**config.mk**
```make
export PLATFORM = sky130hd
export DESIGN_NAME = sevenseg_scan_ctrl
export DESIGN_NICKNAME = d
export VERILOG_FILES = /design/src/rtl/sevenseg_pkg.sv /design/src/rtl/sevenseg_hex_decode.sv /design/src/rtl/sevenseg_scan_ctrl.sv
export SDC_FILE = /design/constraint.sdc
export NUM_CORES = 1
export LEC_CHECK = 0
export BUFFER_PORTS_ARGS = -buffer_cell sky130_fd_sc_hd__buf_2
export CORE_MARGIN = 4
export CORE_UTILIZATION = 25
export CTS_BUF_LIST = sky130_fd_sc_hd__clkbuf_16
export CTS_CLUSTER_SIZE = 12
export DETAILED_ROUTE_END_ITERATION = 6
export PLACE_DENSITY = 0.37
export SLEW_MARGIN = 20
export SYNTH_ARGS = -nofsm -noshare
export SYNTH_HDL_FRONTEND = slang
export SYNTH_HIERARCHICAL = 1
export SYNTH_SLANG_ARGS = --single-unit
export TNS_END_PERCENT = 1
```
**constraint.sdc**
```tcl
create_clock -name clk -period 6.5 [get_ports clk]
set_input_delay 0.325 -clock clk [delete_from_list [all_inputs] [get_ports clk]]
set_output_delay 0.325 -clock clk [all_outputs]
set_load 0.05 [all_outputs]
```
**src/rtl/sevenseg_pkg.sv**
```systemverilog
// sevenseg_pkg: shared digit config type, reset constants and hex-to-segment table.
package sevenseg_pkg;

    typedef struct packed {
        logic       blank;
        logic       dp;
        logic [3:0] hex;
    } digit_cfg_t;

    localparam logic [6:0] SEG_OFF = 7'h7F;
    localparam digit_cfg_t DIGIT_RESET = '{blank: 1'b1, dp: 1'b0, hex: 4'h0};

    // Active-low {g,f,e,d,c,b,a}
    function automatic logic [6:0] hex2seg(input logic [3:0] hex);
        case (hex)
            4'h0: hex2seg = 7'h40;
            4'h1: hex2seg = 7'h79;
            4'h2: hex2seg = 7'h24;
            4'h3: hex2seg = 7'h30;
            4'h4: hex2seg = 7'h19;
            4'h5: hex2seg = 7'h12;
            4'h6: hex2seg = 7'h02;
            4'h7: hex2seg = 7'h78;
            4'h8: hex2seg = 7'h00;
            4'h9: hex2seg = 7'h10;
            4'hA: hex2seg = 7'h08;
            4'hB: hex2seg = 7'h03;
            4'hC: hex2seg = 7'h46;
            4'hD: hex2seg = 7'h21;
            4'hE: hex2seg = 7'h06;
            default: hex2seg = 7'h0E;
        endcase
    endfunction

endpackage

```
**src/rtl/sevenseg_hex_decode.sv**
```systemverilog
// sevenseg_hex_decode: combinational 4-to-7 active-low segment decoder.
module sevenseg_hex_decode
    import sevenseg_pkg::*;
(
    input  logic [3:0] hex_i,
    output logic [6:0] seg_o
);

    assign seg_o = hex2seg(hex_i);

endmodule

```
**src/rtl/sevenseg_scan_ctrl.sv**
```systemverilog
// sevenseg_scan_ctrl: multiplexed 7-segment scanner with frame-synchronous
// staging commit, brightness PWM and a dark guard cycle at each slot start.
module sevenseg_scan_ctrl
    import sevenseg_pkg::*;
#(
    parameter int CLK_HZ     = 100_000_000,
    parameter int REFRESH_HZ = 1000,
    parameter int NUM_DIGITS = 8,
    parameter int DIM_BITS   = 4
) (
    input  logic                  clk,
    input  logic                  resetn,
    input  logic                  wr_valid,
    output logic                  wr_ready,
    input  logic [2:0]            wr_addr,
    input  logic [5:0]            wr_data,
    input  logic [DIM_BITS-1:0]   brightness,
    output logic [NUM_DIGITS-1:0] an,
    output logic [6:0]            seg,
    output logic                  dp,
    output logic                  frame_tick
);

    localparam int P  = CLK_HZ / (REFRESH_HZ * NUM_DIGITS);
    localparam int CW = (P > 2) ? $clog2(P) : 1;
    localparam int DW = (NUM_DIGITS > 2) ? $clog2(NUM_DIGITS) : 1;

    generate
        if (P < 2) begin : g_bad_period
            $error("sevenseg_scan_ctrl: slot period must be at least 2 cycles");
        end
    endgenerate

    logic [CW-1:0]         slot_q, slot_d;
    logic [DW-1:0]         digit_q, digit_d;
    logic                  ready_en_q;
    digit_cfg_t            stage_q  [NUM_DIGITS];
    digit_cfg_t            stage_d  [NUM_DIGITS];
    digit_cfg_t            active_q [NUM_DIGITS];
    digit_cfg_t            active_d [NUM_DIGITS];
    logic [NUM_DIGITS-1:0] an_q, an_d;
    logic [6:0]            seg_q, seg_d, seg_dec;
    logic                  dp_q, dp_d;
    logic                  commit, slot_end, lit;
    logic [31:0]           thr;
    digit_cfg_t            cur;

    assign slot_end   = slot_q == CW'(P - 1);
    assign commit     = slot_end && (digit_q == DW'(NUM_DIGITS - 1));
    assign wr_ready   = ready_en_q & ~commit;
    assign frame_tick = commit;
    assign cur        = active_q[digit_q];
    assign thr        = ((32'(brightness) + 32'd1) * 32'(P - 1)) >> DIM_BITS;
    // Slot 0 is always dark so the previous digit's anode fully releases first
    assign lit        = (slot_q != '0) && (32'(slot_q) <= thr) && !cur.blank;

    sevenseg_hex_decode u_dec (
        .hex_i (cur.hex),
        .seg_o (seg_dec)
    );

    always_comb begin
        slot_d   = slot_end ? '0 : slot_q + 1'b1;
        digit_d  = !slot_end ? digit_q : (digit_q == DW'(NUM_DIGITS - 1)) ? '0 : digit_q + 1'b1;
        stage_d  = stage_q;
        for (int i = 0; i < NUM_DIGITS; i++)
            if (wr_valid && wr_ready && (32'(wr_addr) == i))
                stage_d[i] = digit_cfg_t'(wr_data);
        active_d = commit ? stage_q : active_q;
        an_d     = lit ? ~(NUM_DIGITS'(1) << digit_q) : '1;
        seg_d    = lit ? seg_dec : SEG_OFF;
        dp_d     = lit ? ~cur.dp : 1'b1;
    end

    always_ff @(posedge clk or negedge resetn) begin
        if (!resetn) begin
            slot_q     <= '0;
            digit_q    <= '0;
            ready_en_q <= 1'b0;
            for (int i = 0; i < NUM_DIGITS; i++) begin
                stage_q[i]  <= DIGIT_RESET;
                active_q[i] <= DIGIT_RESET;
            end
            an_q       <= '1;
            seg_q      <= SEG_OFF;
            dp_q       <= 1'b1;
        end else begin
            slot_q     <= slot_d;
            digit_q    <= digit_d;
            ready_en_q <= 1'b1;
            stage_q    <= stage_d;
            active_q   <= active_d;
            an_q       <= an_d;
            seg_q      <= seg_d;
            dp_q       <= dp_d;
        end
    end

    assign an  = an_q;
    assign seg = seg_q;
    assign dp  = dp_q;

endmodule

```
Yosys cells after proc, flatten, opt, wreduce, memory -nomap -nowiden

Memories as Yosys holds them, arrays and structs flattened.
Cells that the tools add are included.

Flip-flop bits (word level): 130
Bits in read-only memories: 112
Memories: 1

Add/subtract/negate cells: 3
$mul: 1
Order comparisons: 2
Eq/ne operators: 9
Shift operators: 1
Multiplexer cells: 8
Bitwise gates (word level): 5
Reduce and logical (&&, ||, !) cells: 15

Memory list:

| memory          | words | width | rd ports | clocked after memory_dff | wr ports | RTL line           | RTL |
|---|---|---|---|---|---|---|---|
| (no name shown) | 16    | 7     | 1        | 0                        | 0        | sevenseg_pkg.sv:15 | `case (hex)` |

Operator list:

| kind                  | number |
|---|---|
| $mul 5x14->19 const B | 1 |
| $bmux 6 s3            | 1 |
| $eq 3x3->1 const B    | 5 |
| $le 14x15->1          | 1 |
| $add 14x1->14 const B | 1 |
| $eq 14x14->1 const B  | 1 |
| $mux 14               | 1 |
| $reduce_bool 14->1    | 1 |
| $logic_and 1x1->1     | 12 |
| $mux 6                | 2 |
| $mux 8                | 1 |
| $not 8->8             | 1 |
| $shl 1x3->8 const A   | 1 |
| $mux 7                | 1 |
| $eq 3x2->1 const B    | 2 |
| $add 4x1->5 const B   | 1 |
| $ge 4x4->1 const B    | 1 |
| $not 3->4             | 1 |
| $add 3x1->3 const B   | 1 |
| $eq 3x1->1 const B    | 1 |
| $logic_not 3->1       | 1 |
| $mux 3                | 1 |
| $not 1->1             | 2 |
| $and 1x1->1           | 1 |
| other kinds (2)       | 2 |

Depth between registers and ports, before layout

Word-level depth: 7
Depth in mapped cells: 21
Gate-level depth less buffers: 20

Modules after synthesis

The synthesis kept the hierarchy.

Modules (own cells, without submodules):

| module              | instances | cells an instance | area each (um^2) |
|---|---|---|---|
| sevenseg_scan_ctrl  | 1         | 610               | 7283.2 |
| sevenseg_hex_decode | 1         | 32                | 275.3 |

Least setup slack after synthesis

Ideal clock, no wire load.

Path kind: input -> register
Start: input port brightness[0]
End: register seg_q[3] (netlist: seg[3])
Setup time: 0.098 ns
Arrival time: 4.735 ns
Setup slack: 1.668 ns
Stages: 21
Path buffers: 3
Path through: ha_1 > and3_1 > ha_1 > clkbuf_1 > clkbuf_1 > or2_2 > ha_1 > xnor2_1 > ha_1 > o21ai_0 > a22oi_1 > a21o_1 > a221oi_1 > xor2_1 > ha_1 > a211o_1 > nor2_1 > a211oi_1 > o21ai_1 > clkbuf_1 > a311oi_1

Cells in the longest elaborated chain, start to end: 6

RTL lines:

| item                            | RTL line                 | RTL |
|---|---|---|
| start: declaration              | sevenseg_scan_ctrl.sv:17 | `input logic [DIM_BITS-1:0] brightness,` |
| $add 4x1->5                     | sevenseg_scan_ctrl.sv:53 | `assign thr = ((32'(brightness) + 32'd1) * 32'(P - 1)) >> DIM_BITS;` |
| $mul 5x14->19                   | sevenseg_scan_ctrl.sv:53 |  |
| $le 14x15->1                    | sevenseg_scan_ctrl.sv:55 | `assign lit = (slot_q != '0) && (32'(slot_q) <= thr) && !cur.blank;` |
| $logic_and 1x1->1 (2 in series) | sevenseg_scan_ctrl.sv:55 |  |
| $mux 7                          | sevenseg_scan_ctrl.sv:71 | `seg_d = lit ? seg_dec : SEG_OFF;` |
| via seg_d[3]                    | sevenseg_scan_ctrl.sv:42 | `logic [6:0] seg_q, seg_d, seg_dec;` |
| end signal: assignment          | sevenseg_scan_ctrl.sv:94 | `seg_q <= seg_d;` |
| end: declaration                | sevenseg_scan_ctrl.sv:42 |  |

The timed path passes the listed nets, and every way through them passes these cells.
A chain may end at the register's enable or synchronous reset.

Worst setup path after layout

Start: input port brightness[0]
End: register seg_q[1] (netlist: seg[1])

Same word-level chain as after synthesis.

==> key figures <==
Run status
  • Status: finished clean

Drt
  • Via density: 4.90
  • Met2 routed WL: 8890 um
  • DRC violations left: 0
  • M1 WL: 9600 um
  • First drt pass iteration count: 4
  • Wire length per cell: 18.0 um
  • Drt total wl: 19400 um
  • Met3 Wirelength: 678 um
  • Highest metal used: met5
  • Antenna Nets Post-Route: 0
  • Via count: 5298
  • Initial drt markers: 312

Yosys
  • Synth top area share: 32.4%
  • Post-synth ARST share: 100%
  • Main area contributors after synthesis: dfrtp_1 (32%), mux2_2 (14%), dfstp_2 (11%), ha_1 (11%), mux4_2 (3.6%)
  • Area leader, netlist: dfrtp_1
  • Synth warnings: 6
  • Yosys reg bits: 130
  • Ys flop type: dfrtp_1
  • Syn Nets: 722
  • Syn Inst Count: 642
  • Syn_area_per_cell: 11.8 um2
  • EDFF count, synth: 0
  • Sequential cell area fraction in the yosys report: 43.6%
  • Post-synth cell types: 57
  • Mapped Area: 7560 um2

Timing
  • # setup viols final: 0
  • Maximum clock rate: 209 MHz
  • Final worst clock skew: 14.6 ps
  • Final period util: 73.6%
  • Setup TNS: 0 ps
  • Final hold violation count: 0
  • Slew Limit Fails: 0
  • Tightest Pin Transition: 898 ps
  • Unrepaired setup endpoints after global routing: no
  • Final worst path period need: 4780 ps
  • Rel. slew slack: 39.9%

Worst setup path
  • Critical path buffers and inverters: 2
  • Critical Path End Type: register
  • Worst Path Required: 6810 ps
  • Crit-path slowest cell: a41oi_1
  • Reg2reg path depth: 13
  • CP max stage delay: 370 ps
  • Worst Path Max Fanout: 16
  • Crit path DAT: 5090 ps
  • Worst path depth: 19
  • Crit Path Class: input pin to register
  • CP top delay family: compound AO/OA/AOI/OAI gates
  • Most frequent cell on the critical path: ha_1
  • Critical path cell sequence: buf_2 > nand3_1 > xnor2_1 > ha_1 > ha_1 > ha_1 > ha_1 > a41oi_1 > a22oi_1 > a21o_1 > a221oi_1 > xor2_1 > ha_1 > a211o_1 > nor2_1 > a211oi_1 > o21ai_1 > buf_4 > a311oi_1
  • Startpoint Class: input pin

Finish
  • Commonest cells after routing, fill and taps aside: dfrtp_1 (98), mux2_2 (96), ha_1 (64), nand2_1 (36)
  • Area Overhead vs Synth: 15.3%
  • Layout Cells excl Fill: 1081
  • Layout cells sized above 1: 32.7%
  • Nets: 758
  • Commonest non-fill, non-tap cell in the layout: dfrtp_1
  • Ant diodes: 0

Clocking
  • Clock transition at path regs: 70 ps
  • Clock Sinks: 130
  • Clk Latency, worst-skew pair: 420 ps
  • H-tree levels: 4
  • CTS Buf Count: 17
  • Post-CTS sizing: 0
  • Clock root buffer master: clkbuf_16
  • CTS tree: yes
  • CTS Buffer Depth: 2

Global route
  • Vias in the first global route: 5579
  • Total track usage: 12.1%
  • GR Overflow Total: 0
  • First-pass GRT wire length: 31600 um
  • Largest net degree at the start of global routing: 81
  • Antenna violations before repair: 1

Place
  • GP Congestion: 0.805
  • I/O Buffers: 33
  • DP Cell Count: 1048
  • Post-detail-place hpwl: 13400 um

Pwr
  • Pleak: 0.00383 uW
  • Pwr Total: 2140 uW
  • Worst VDD drop: 0.176 mV
  • Pwr Density: 246 nW/um2

Floorplanning
  • DIE AREA: 33100 um2
  • Initial Util: 25.4%
  • Core box area: 29700 um2
  • Die width: 182 um
  • Std cell rows: 63
  • I/O pin count: 34
  • Die Ht: 182 um

Worst hold path
  • Hold Path Depth: 2
  • Worst hold path type: input pin to register

Run
  • Number of max-cap violations: 0
report_power, final:
part | total, uW | internal (uW) | switching (uW)
sequential | 924 | 890 | 33.9
clock | 873 | 489 | 384
combinational | 347 | 161 | 185
synthesized netlist by cell type (all sizes together), types with 5 or more instances:
| library cell | number |
|---|---|
| o2111ai | 14 |
| buf | 13 |
| nand4 | 8 |
| nand3 | 19 |
| nor2 | 30 |
| a2111oi | 10 |
| nor4 | 6 |
| a211oi | 15 |
| clkbuf | 15 |
| mux2 | 98 |
| a311oi | 9 |
| dfstp | 32 |
| and3 | 13 |
| ha | 64 |
| mux2i | 7 |
| a21oi | 9 |
| xor2 | 12 |
| o21ai | 9 |
| dfrtp | 98 |
| nor3 | 19 |
| mux4 | 13 |
| nand2 | 36 |
| inv | 25 |
| o21a | 5 |
| xnor2 | 15 |
per-layer routing:
metal  global-route usage [%]  vias to the layer above
li1                         -                     2484
met1                     17.0                     2690
met2                     18.7                      104
met3                     2.58                       18
met4                     3.75                        2
met5                        0                        -
cells by family (layout without fill, tap and decap cells):
group,count (synthesis),count (layout),share of synthesized area [%]
AND/OR/NAND/NOR,150,150,9.83
adder cells (fa/ha/maj),64,64,10.6
XOR/XNOR,27,27,3.13
buffers and inverters,53,102,3.13
multiplexers,118,118,19.5
flip-flops,130,130,43.6
AO/OA/AOI/OAI,99,99,10.2
other,1,1,0.0496
registers in the layout, summed over array words and instances (netlist names):
| register | flops |
|---|---|
| active_q | 48 |
| an | 8 |
| digit_q | 3 |
| dp | 1 |
| ready_en_q | 1 |
| seg | 7 |
| slot_q | 14 |
| stage_q | 48 |
worst paths after layout:
check	startpoint	to	slack [ps]
worst max register to register	digit_q[0]	seg[0]	2990
worst min-delay path	wr_data[1]	stage_q[37]	260
worst min register to register	stage_q[37]	stage_q[37]	490
min in group asynchronous	resetn	active_q[24]	530
worst max-delay path	brightness[0]	seg[1]	1720
max in group asynchronous	resetn	active_q[15]	4780
worst reg2reg max path, delay by kind of cell, from the launching register on:
kind                     cells  cell delay, ps
AO/OA/AOI/OAI                3             510
adder cells (fa/ha/maj)      1             220
buffers and inverters        3             670
flip-flops                   1             510
multiplexers                 1             550
AND/OR/NAND/NOR              5             950
metrics by stage:
stage | worst slack (ps) | instance area (um2) | hold slack, ps | util [%]
2_1_floorplan | 1670 | 7560 | 29.4 | -
3_3_place_gp | 1550 | 8150 | 464 | 27.4
3_5_place_dp | 1330 | 8160 | 473 | 27.5
4_1_cts | 1760 | 8690 | 119 | 29.3
5_1_grt | 1390 | 8710 | 245 | 29.3
6_report | 1720 | 8710 | 258 | 29.3
layout make-up:
type	count	area (um2)
inverters	25	93.8
clock inverters	15	110
clock buffers	17	425
repair buffers	45	264
multi-input cells	459	4040
flip-flops and latches	130	3290
well taps	390	488
fillers	3016	21000
repair_timing:
action / 4_1_cts / 5_1_grt
endpoints found under the hold margin: 0 / 4
hold buffers: 0 / 1
buffers inserted: 0 / 0
Note: power is estimated with default switching activity, not from simulation.
